[src/rtl/jogador_automatico.sv]
// jogador_automatico: automated Genius player that watches leds, replays them on botoes and adds one new move
module jogador_automatico #(
  parameter int MAX_JOGADAS = 16,
  parameter int T_PRESS     = 10,
  parameter int T_GAP       = 10,
  parameter int T_SILENCIO  = 50
)(
  input  logic       clock,
  input  logic       reset,
  input  logic       iniciar,
  input  logic [3:0] leds,
  input  logic       pronto,
  input  logic       ganhou,
  input  logic       perdeu,
  output logic       jogar,
  output logic [3:0] botoes,
  output logic       ativo,
  output logic       erro_protocolo,
  output logic [3:0] db_estado,
  output logic [4:0] db_tamanho
);
  localparam int TM1 = T_PRESS > T_GAP ? T_PRESS : T_GAP;
  localparam int TMAX = TM1 > T_SILENCIO ? TM1 : T_SILENCIO;
  localparam int TW = $clog2(TMAX + 1);
  localparam int AW = $clog2(MAX_JOGADAS);
  localparam logic [TW-1:0] P_FIM = TW'(T_PRESS - 1);
  localparam logic [TW-1:0] G_FIM = TW'(T_GAP - 1);
  localparam logic [TW-1:0] S_FIM = TW'(T_SILENCIO - 1);
  localparam logic [4:0] MAXI = 5'(MAX_JOGADAS);
  typedef enum logic [2:0] {
    INICIAL, PULSO_JOGAR, OBSERVA, REPRODUZ_ATIVO,
    REPRODUZ_PAUSA, NOVA_ATIVA, NOVA_PAUSA, FIM
  } estado_t;
  estado_t state, state_n;
  logic [TW-1:0] tmr, tmr_n;
  logic [4:0] idx, ridx;
  logic [1:0] cnt;
  logic [3:0] prev;
  logic [3:0] mem [MAX_JOGADAS];
  logic erro, cap, err, inc_r, clr_r, inc_c, clr_i, term, borda, parado;
  // next state, timer and bookkeeping strobes; termination outranks everything in active states
  always_comb begin
    term = pronto | ganhou | perdeu;
    borda = prev == 4'd0 && leds != 4'd0;
    parado = state == INICIAL || state == FIM;
    state_n = state;
    tmr_n = tmr + 1'b1;
    cap = 1'b0;
    err = 1'b0;
    inc_r = 1'b0;
    clr_r = 1'b0;
    inc_c = 1'b0;
    clr_i = 1'b0;
    if (parado) begin
      if (iniciar) begin
        state_n = PULSO_JOGAR;
        clr_i = 1'b1;
      end
    end else if (term) state_n = FIM;
    else case (state)
      PULSO_JOGAR: if (tmr == P_FIM) state_n = OBSERVA;
      OBSERVA: begin
        tmr_n = leds != 4'd0 ? '0 : tmr == S_FIM ? tmr : tmr + 1'b1;
        if (!$onehot0(leds) || (borda && idx == MAXI)) begin
          err = 1'b1;
          state_n = FIM;
        end else if (borda) cap = 1'b1;
        else if (leds == 4'd0 && tmr == S_FIM && idx != 5'd0) begin
          clr_r = 1'b1;
          state_n = REPRODUZ_ATIVO;
        end
      end
      REPRODUZ_ATIVO: if (tmr == P_FIM) state_n = REPRODUZ_PAUSA;
      REPRODUZ_PAUSA: if (tmr == G_FIM) begin
        inc_r = 1'b1;
        state_n = ridx + 5'd1 == idx ? NOVA_ATIVA : REPRODUZ_ATIVO;
      end
      NOVA_ATIVA: if (tmr == P_FIM) begin
        inc_c = 1'b1;
        state_n = NOVA_PAUSA;
      end
      NOVA_PAUSA: if (tmr == G_FIM) begin
        clr_i = 1'b1;
        state_n = OBSERVA;
      end
      default: ;
    endcase
  end
  // state, timers (cleared on every state change), indices and sticky error
  always_ff @(posedge clock) begin
    if (reset) begin
      state <= INICIAL;
      tmr <= '0;
      idx <= '0;
      ridx <= '0;
      cnt <= '0;
      prev <= '0;
      erro <= 1'b0;
    end else begin
      state <= state_n;
      tmr <= state_n != state ? '0 : tmr_n;
      prev <= leds;
      idx <= clr_i ? '0 : cap ? idx + 5'd1 : idx;
      ridx <= clr_r ? '0 : inc_r ? ridx + 5'd1 : ridx;
      cnt <= cnt + {1'b0, inc_c};
      erro <= err | (erro & ~(parado & iniciar));
    end
  end
  // sequence memory, contents need no reset
  always_ff @(posedge clock) begin
    if (!reset && cap) mem[idx[AW-1:0]] <= leds;
  end
  assign jogar = state == PULSO_JOGAR;
  assign botoes = state == REPRODUZ_ATIVO ? mem[ridx[AW-1:0]] : state == NOVA_ATIVA ? 4'b0001 << cnt : 4'd0;
  assign ativo = !parado;
  assign erro_protocolo = erro;
  assign db_estado = {1'b0, state};
  assign db_tamanho = idx;
endmodule

[config.mk]
export PLATFORM = sky130hd
export DESIGN_NAME = jogador_automatico
export DESIGN_NICKNAME = d
export VERILOG_FILES = /design/src/rtl/jogador_automatico.sv
export SDC_FILE = /design/constraint.sdc
export NUM_CORES = 1
export LEC_CHECK = 0
export BUFFER_PORTS_ARGS = -buffer_cell sky130_fd_sc_hd__buf_2
export CAP_MARGIN = 20
export CORE_UTILIZATION = 55
export CTS_CLUSTER_DIAMETER = 50
export CTS_CLUSTER_SIZE = 20
export DETAILED_ROUTE_END_ITERATION = 16
export HOLD_SLACK_MARGIN = 0.12
export PLACE_DENSITY = 0.73
export SLEW_MARGIN = 20
export SYNTH_ARGS = -nofsm -noshare
export SYNTH_HDL_FRONTEND = slang
export SYNTH_SLANG_ARGS = --single-unit
[constraint.sdc]
create_clock -name clock -period 4.05 [get_ports clock]
set_input_delay 0.81 -clock clock [delete_from_list [all_inputs] [get_ports clock]]
set_output_delay 0.81 -clock clock [all_outputs]
set_load 0.1 [all_outputs]
==> impl_metrics.yaml, run 1 <==
sta:
  skew_ns: 0.008011
  slew_violations: 0
  hold_viol: 0
  slew_headroom_pct: 47.30
  clock.fmax_mhz: 290.4
  period_minus_slack_ns: 3.443
  grt_setup_unrepaired: "false"
  worstMarginPinSlew_ns: 0.7858
  period_share_pct: 85.02
  finalSetupViolCount: 0
finish:
  antenna_cells: 0
  drive_gt1_share_pct: 21.08
  post-route-util_pct: 63.64
  area_growth_pct: 10.98
  layout_commonest_cell: "edfxtp_1"
  nNetsFinal: 408
  final_cell_mix: "64 x edfxtp_1, 40 x nor2_1, 30 x dfxtp_1"
  final_area_um2: 4969
clocking:
  tritoncts: "yes"
  cts_resized: 0
  cts.sinks: 94
  clock_latency_ns: 0.38
  post_cts_buffers: 0
  clkTransAtPathRegs_ns: 0.10
  cts_hold_buffers: 0
  htree_levels: 3
  clock_path_buffers: 2
  cts-root-buf: "clkbuf_8"
  cts_made_buffers: 9
synthesis:
  ys_warn_count: 0
  synth.distinct_cells: 59
  syn_area_per_cell_um2: 12.75
  async_reset_ff_share_pct: 0
  synth_flop_cell: "edfxtp_1"
  netlist_instances: 351
  synth_area_um2: 4477
  synth_seq_cells: 94
  synth_nets: 375
  synth_edf_count: 64
  ys_seq_area_share_pct: 56.34
power_and_ir_drop:
  cellLeakagePower_nw: 1.752
  powerDensity_nw_per_um2: 385.2
  p_int_mw: 1.384
  power.share.clock_pct: 34.8
  p_comb_share_pct: 10.6
  p_switching_mw: 0.5298
  swShare_pct: 27.68
  power_frac_seq_pct: 54.7
  vdd_drop_max_mv: 0.2776
die:
  start_util_pct: 57.34
  die_y_um: 92.22
  coreArea_um2: 7807
  die-width_um: 92.22
  io_pins: 26
  die_area_um2: 8505
  rows: 32
job:
  drv_cap: 0
setup_path:
  crit_chain: "mux4_2, mux4_2, nand3_1, o21ai_0, buf_2"
  worstSetupPathType: "reg2out"
  arrival_ns: 2.63
  cp-start-kind: "register"
  worst-path-buf-inv: 1
  rrSetupSlack_ns: 1.30
  r2r_cells: 7
  r2r_end: "mem[9][0]$_DFFE_PP_"
  cp_top_family: "multiplexers"
  critPathCapture: "botoes[0]"
  cp_slowest_cell: "dfxtp_1"
  required_ns: 3.24
  crit_path_end_kind: "output pin"
  cpPeakStageDelay_ns: 0.83
  worst-path-stages: 5
  r2r_start: "db_tamanho[0]$_SDFFE_PP0P_"
  cp_common_cell: "mux4_2"
  path_max_fanout: 16
placement:
  gp_congestion: 0.9476
  port_buffers: 24
  placed_cell_area_um2: 4758
  hpwl_mm: 6.365
routing:
  wl_met3_um: 525
  drt_iter0_drc: 179
  wl_mm: 9.150
  first_pass_iters: 4
  wire_per_inst_um: 18.64
  drt-met1-wl_mm: 4.203
  routed-via-count: 2906
  drcViolationCount: 0
  vias_per_cell: 5.919
  dr.max_layer_used: "met4"
  drtAntennaViolNets: 0
  wl_met2_mm: 4.214
grt:
  grt_pass1_wl_mm: 14.89
  gr-usage-all-layers_pct: 23.70
  grt_max_degree: 23
  grt_pass1_vias: 2930
  grt_antenna_before_repair: 0
  overflow: 0
status:
  status: "complete, no violations"
min_path:
  holdPathStages: 2
  hp-class: "reg2reg"
[metrics by stage]
stage	power [mW]	cells	worst slack (ns)	setup TNS, ns	hold WS, ns
final	1.914	491	0.6067	0	0.5187
after global routing	1.973	491	0.4042	0	0.5718
after CTS	1.922	491	0.6148	0	0.5191
after detailed placement	1.269	475	0.3041	0	0.5061
after global placement	1.266	475	0.4130	0	0.4812
after floorplan	1.213	351	-0.7326	-1.637	0.4632
[Yosys cell counts, drive strengths merged (2+ instances only)]
cell type / n / share of area, %
or3: 2 / 0.28
nand3: 10 / 1.1
nor2b: 8 / 1.1
clkbuf: 10 / 0.84
a211oi: 2 / 0.34
and2: 4 / 0.56
nand4b: 2 / 0.39
edfxtp: 64 / 43
nor3: 12 / 1.6
and3: 5 / 0.70
and4: 3 / 0.59
mux4: 20 / 10
o21bai: 2 / 0.34
nand4: 8 / 1.1
mux2i: 3 / 0.67
xor2: 9 / 1.8
nand2b: 4 / 0.56
o21a: 2 / 0.34
o21ai: 11 / 1.2
nor2: 40 / 3.4
nand2: 20 / 1.7
a21oi: 3 / 0.34
or4: 2 / 0.42
a21boi: 2 / 0.34
dfxtp: 30 / 13
ha: 13 / 3.6
a22oi: 2 / 0.34
inv: 15 / 1.3
nor4b: 2 / 0.39
o211ai: 2 / 0.34
buf: 5 / 0.59
nor3b: 4 / 0.89
xnor2: 9 / 1.8
or3b: 2 / 0.45
[per-layer routing]
| metal | vias to the layer above | track usage [%] |
|---|---|---|
| met4 | 0 | 11.85 |
| li1 | 1385 | - |
| met1 | 1397 | 33.09 |
| met5 | - | 0 |
| met2 | 106 | 35.63 |
| met3 | 18 | 4.478 |
[worst register-to-register path, stage by stage, from the launching register on]
cell and delay, ns:
dfxtp_1 0.46, inv_1 0.13, ha_1 0.25, nand4bb_1 0.14, or3b_4 0.42, nor4_2 0.39, nand2_1 0.25, nor2_1 0.37
[power groups by stage]
stage               Sequential, mW  Combinational [mW]  Clock [mW]
floorplan                     1.08               0.131           0
global placement              1.07               0.198           0
detailed placement            1.07               0.201           0
CTS                           1.05               0.201       0.674
global route                  1.05               0.217       0.707
finish                        1.05               0.202       0.665
[state kept, by name, indices dropped and copies added, names as in the netlist, named ones only]
| name | count |
|---|---|
| db_tamanho | 5 |
| mem | 64 |
| tmr | 6 |
| prev | 4 |
| cnt | 2 |
| state | 3 |
| ridx | 5 |
| erro_protocolo | 1 |
[layout make-up]
class / count / area [um^2]
Timing Repair Buffer: 37 / 217.7
Multi-Input combinational cell: 227 / 1834
Clock buffer: 9 / 123.9
Clock inverter: 7 / 86.33
Tap cell: 102 / 127.6
Sequential cell: 94 / 2522
Fill cell: 594 / 2839
Inverter: 15 / 56.30
[kinds of logic after synthesis]
family	Yosys count	synth area share [%]
and+or+nand+nor	133	16.41
other	1	0.08377
adders and majority gates	14	4.081
buffers and inverters	30	2.683
AOI/OAI and AO/OA	38	6.148
xor gates and xnor gates	18	3.522
muxes	23	10.73
DFF	94	56.34
[worst min-delay path by stage]
stage	startpoint	end	slack (ns)
6_report	ridx[1]$_SDFFE_PP0P_	register	0.52
5_1_grt	ridx[1]$_SDFFE_PP0P_	register	0.57
4_1_cts	ridx[1]$_SDFFE_PP0P_	register	0.52
3_5_place_dp	erro_protocolo$_SDFF_PP0_	erro_protocolo$_SDFF_PP0_	0.51
3_3_place_gp	ridx[1]$_SDFFE_PP0P_	ridx[1]$_SDFFE_PP0P_	0.48
2_1_floorplan	ridx[1]$_SDFFE_PP0P_	register	0.46
No activity file was read; power rests on OpenSTA's default activity.
==> run 2: changes to the inputs <==
PLACE_DENSITY = not set   (was 0.73)
PLACE_DENSITY_LB_ADDON = 0.1   (was not set)
==> impl_metrics.yaml, run 2 (synthesis results as in run 1) <==
routing:
  first_pass_iters: 5
  drtAntennaViolNets: 0
  drcViolationCount: 0
  drt_iter0_drc: 188
  routed-via-count: 2934
  vias_per_cell: 5.988
  wl_mm: 9.408
  wire_per_inst_um: 19.20
grt:
  grt_pass1_vias: 2895
  gr-usage-all-layers_pct: 24.26
  overflow: 0
  grt_pass1_wl_mm: 15.09
  grt_max_degree: 23
  grt_antenna_before_repair: 0
status:
  status: "complete, no violations"
die:
  rows: 32
  die_area_um2: 8505
  coreArea_um2: 7807
  io_pins: 26
  start_util_pct: 57.34
  die_y_um: 92.22
  die-width_um: 92.22
sta:
  fin_hold_ws_ns: 0.5101
  grt_setup_unrepaired: "false"
  slew_violations: 0
  worstMarginPinSlew_ns: 0.8789
  clock.fmax_mhz: 290.6
  period_minus_slack_ns: 3.442
  period_share_pct: 84.98
  finalSetupViolCount: 0
  skew_ns: 0.01269
  slew_headroom_pct: 41.06
  hold_viol: 0
finish:
  largest_reg_flops: 64
  final_area_um2: 4970
  drive_gt1_share_pct: 20.62
  final_cell_mix: "64 x edfxtp_1, 40 x nor2_1, 30 x dfxtp_1"
  post-route-util_pct: 63.65
  nFillCells: 657
  area_growth_pct: 11.01
  layout_commonest_cell: "edfxtp_1"
  nNetsFinal: 407
  antenna_cells: 0
clocking:
  htree_levels: 3
  cts.sinks: 94
  post_cts_buffers: 0
  clock_latency_ns: 0.37
  clkTransAtPathRegs_ns: 0.09
  cts_hold_buffers: 0
  tritoncts: "yes"
  clock_path_buffers: 2
  cts_resized: 0
  cts_made_buffers: 9
  cts-root-buf: "clkbuf_8"
placement:
  placed_cell_area_um2: 4751
  hpwl_mm: 6.663
  port_buffers: 24
  gp_congestion: 0.8162
setup_path:
  cp-start-kind: "input port"
  worstSetupPathType: "in2reg"
  path_max_fanout: 4
  required_ns: 4.15
  rrSetupSlack_ns: 1.33
  arrival_ns: 3.54
  crit_path_end_kind: "register"
power_and_ir_drop:
  cellLeakagePower_nw: 1.755
  powerDensity_nw_per_um2: 388.9
  vdd_drop_max_mv: 0.2313
job:
  drv_cap: 0
min_path:
  hp-class: "reg2reg"
[run 2: area by class of cell]
cell class | count | area (um^2) | area share [%]
Clock buffer | 10 | 127.6 | 2.568
Clock inverter | 6 | 91.34 | 1.838
Inverter | 15 | 56.30 | 1.133
Multi-Input combinational cell | 227 | 1834 | 36.91
Sequential cell | 94 | 2522 | 50.76
Tap cell | 102 | 127.6 | 2.568
Timing Repair Buffer | 36 | 210.2 | 4.230
[run 2: per-layer routing]
metal	vias to the layer above	global-route usage (%)	wire length, um
li1	1374	-	-
met1	1450	33.46	4178
met2	101	37.69	4481
met3	9	6.385	635
met4	0	7.682	113
met5	-	0	0
[run 2: per-stage QoR]
step	setup slack [ns]	total power [mW]	setup TNS, ns	cells
3_3_place_gp	0.3071	1.264	0	474
6_report	0.6084	1.933	0	490
4_1_cts	0.5851	1.941	0	490
5_1_grt	0.3626	1.997	0	490
2_1_floorplan	-0.7326	1.213	-1.637	351
3_5_place_dp	0.2142	1.267	0	474
[run 2: final timing paths]
check / start / end / cells after the start
setup / recovery: leds[0] / mem[1][3]$_DFFE_PP_ / 13
hold / removal: ridx[1]$_SDFFE_PP0P_ / ridx[1]$_SDFFE_PP0P_ / 2
setup reg to reg: db_tamanho[0]$_SDFFE_PP0P_ / mem[1][3]$_DFFE_PP_ / 8
hold reg to reg: ridx[1]$_SDFFE_PP0P_ / ridx[1]$_SDFFE_PP0P_ / 2
[run 2: power by group]
part | internal, mW | switching [mW] | leakage [nW] | total (mW)
Combinational | 0.0520 | 0.148 | 0.825 | 0.200
Clock | 0.352 | 0.334 | 0.111 | 0.686
Sequential | 1.03 | 0.0182 | 0.819 | 1.05
[run 2: critical path, cell delays in order]
cell	delay, ns
buf_2	0.10
inv_1	0.08
fa_1	0.55
inv_1	0.04
ha_1	0.19
inv_1	0.09
ha_1	0.23
nor3b_1	0.33
nor2_1	0.16
nor4_2	0.29
nand2_1	0.23
nor3_1	0.25
buf_4	0.18
==> run 3: changes to the inputs <==
clock period = 3.2 ns   (was 4.05 ns; I/O delays follow)
==> impl_metrics.yaml, run 3 (synthesis results as in run 1) <==
sta:
  slew_violations: 0
  clock.fmax_mhz: 325.1
  grt_setup_unrepaired: "false"
  finalSetupViolCount: 0
  skew_ns: 0.01634
  hold_viol: 0
  period_share_pct: 96.13
  fin_hold_ws_ns: 0.4928
  worstMarginPinSlew_ns: 0.8269
  period_minus_slack_ns: 3.076
  finalWorstSetupSlack_ns: 0.1237
  slew_headroom_pct: 44.54
  setup_tns_ns: 0
routing:
  routed-via-count: 3046
  wire_per_inst_um: 18.15
  drt_iter0_drc: 222
  drtAntennaViolNets: 0
  first_pass_iters: 5
  vias_per_cell: 5.892
  wl_mm: 9.383
  drcViolationCount: 0
clocking:
  htree_levels: 3
  clock_path_buffers: 2
  cts-root-buf: "clkbuf_8"
  cts.sinks: 94
  post_cts_buffers: 0
  tritoncts: "yes"
  clock_latency_ns: 0.36
  clkTransAtPathRegs_ns: 0.09
  cts_resized: 0
  cts_hold_buffers: 0
  cts_made_buffers: 9
power_and_ir_drop:
  swShare_pct: 25.82
  p_switching_mw: 0.6392
  powerDensity_nw_per_um2: 471.8
  p_comb_share_pct: 12.0
  power_frac_seq_pct: 53.1
  cellLeakagePower_nw: 1.930
  vdd_drop_max_mv: 0.2956
  p_int_mw: 1.836
  power.share.clock_pct: 34.9
die:
  coreArea_um2: 7807
  rows: 32
  die_y_um: 92.22
  die-width_um: 92.22
  die_area_um2: 8505
  start_util_pct: 57.34
  io_pins: 26
finish:
  nFillCells: 585
  register_area_um2: 2524
  post-route-util_pct: 67.21
  nNetsFinal: 434
  drive_gt1_share_pct: 28.92
  final_cell_mix: "64 x edfxtp_1, 40 x nor2_1, 38 x buf_4"
  layout_commonest_cell: "edfxtp_1"
  antenna_cells: 0
  fin_cells: 517
  largest_reg_flops: 64
  multiInputGateArea_um2: 1896
  area_growth_pct: 17.22
grt:
  grt_antenna_before_repair: 0
  gr-usage-all-layers_pct: 23.91
  grt_max_degree: 23
  grt_pass1_wl_mm: 15.28
  grt_pass1_vias: 2948
  overflow: 0
setup_path:
  rrSetupSlack_ns: 0.56
  cp-start-kind: "register"
  crit_chain: "buf_12, mux4_2, mux4_2, nand3_1, o21ai_2, buf_2"
  cpPeakStageDelay_ns: 0.55
  arrival_ns: 2.44
  crit_path_end_kind: "output pin"
  cp_common_cell: "mux4_2"
  worstSetupPathType: "reg2out"
  cp_slowest_cell: "mux4_2"
  path_max_fanout: 16
  required_ns: 2.56
status:
  status: "complete, no violations"
placement:
  port_buffers: 24
  post-place-cells: 501
  gp_congestion: 0.8983
  hpwl_mm: 6.725
  dpl_worst_slack_ns: -0.2523
min_path:
  hp-class: "reg2reg"
job:
  drv_cap: 0
## run 3: cell types whose count changed in the layout (fill, tap and decap cells not counted), moves of 2 or more
cell     delta
buf_4      +26
nor3_1      -5
nor3_2      +5
o21ai_2     +3
nor4b_1     -2
nor4b_2     +2
o21ai_0     -2
## run 3: metrics by stage
stage | power (mW) | instance area [um^2]
2_1_floorplan | 1.538 | 4514
3_3_place_gp | 1.623 | 5004
3_5_place_dp | 1.629 | 5004
4_1_cts | 2.475 | 5223
5_1_grt | 2.551 | 5248
6_report | 2.476 | 5248
## run 3: worst paths after layout
path / endpoint / cells past startpoint / start
hold / removal: ridx[1]$_SDFFE_PP0P_ / 2 / ridx[1]$_SDFFE_PP0P_
setup / recovery: botoes[2] / 6 / register
hold reg to reg: ridx[1]$_SDFFE_PP0P_ / 2 / ridx[1]$_SDFFE_PP0P_
setup reg to reg: mem[5][3]$_DFFE_PP_ / 9 / db_tamanho[1]$_SDFFE_PP0P_
## run 3: power by group through the flow
stage / logic, mW / registers [mW] / clock network (mW)
after floorplan: 0.169 / 1.37 / 0
after global placement: 0.282 / 1.34 / 0
after detailed placement: 0.288 / 1.34 / 0
after CTS: 0.290 / 1.31 / 0.872
after global routing: 0.321 / 1.32 / 0.915
final: 0.298 / 1.31 / 0.864
## run 3: cell type report
cell class / instances / area share [%]
Clock buffer: 10 / 2.432
Clock inverter: 6 / 1.741
Inverter: 15 / 1.073
Multi-Input combinational cell: 227 / 36.12
Sequential cell: 94 / 48.09
Tap cell: 102 / 2.432
Timing Repair Buffer: 63 / 8.107
## run 3: worst max-delay path: cells and delay by family (launching register included)
| kind | cells | cell delay, ns |
|---|---|---|
| simple gates | 1 | 0.13 |
| buf+inv | 2 | 0.48 |
| compound gates | 1 | 0.06 |
| flops | 1 | 0.36 |
| mux | 2 | 1.04 |
## run 3: per-layer routing
metal / wire, um / track usage [%] / vias to the layer above / share of wire, %
met2: 4393 / 37.56 / 92 / 47
li1: - / - / 1426 / -
met3: 482 / 4.643 / 8 / 5.1
met5: 0 / 0 / - / 0
met4: 76 / 5.729 / 0 / 0.81
met1: 4430 / 34.53 / 1520 / 47
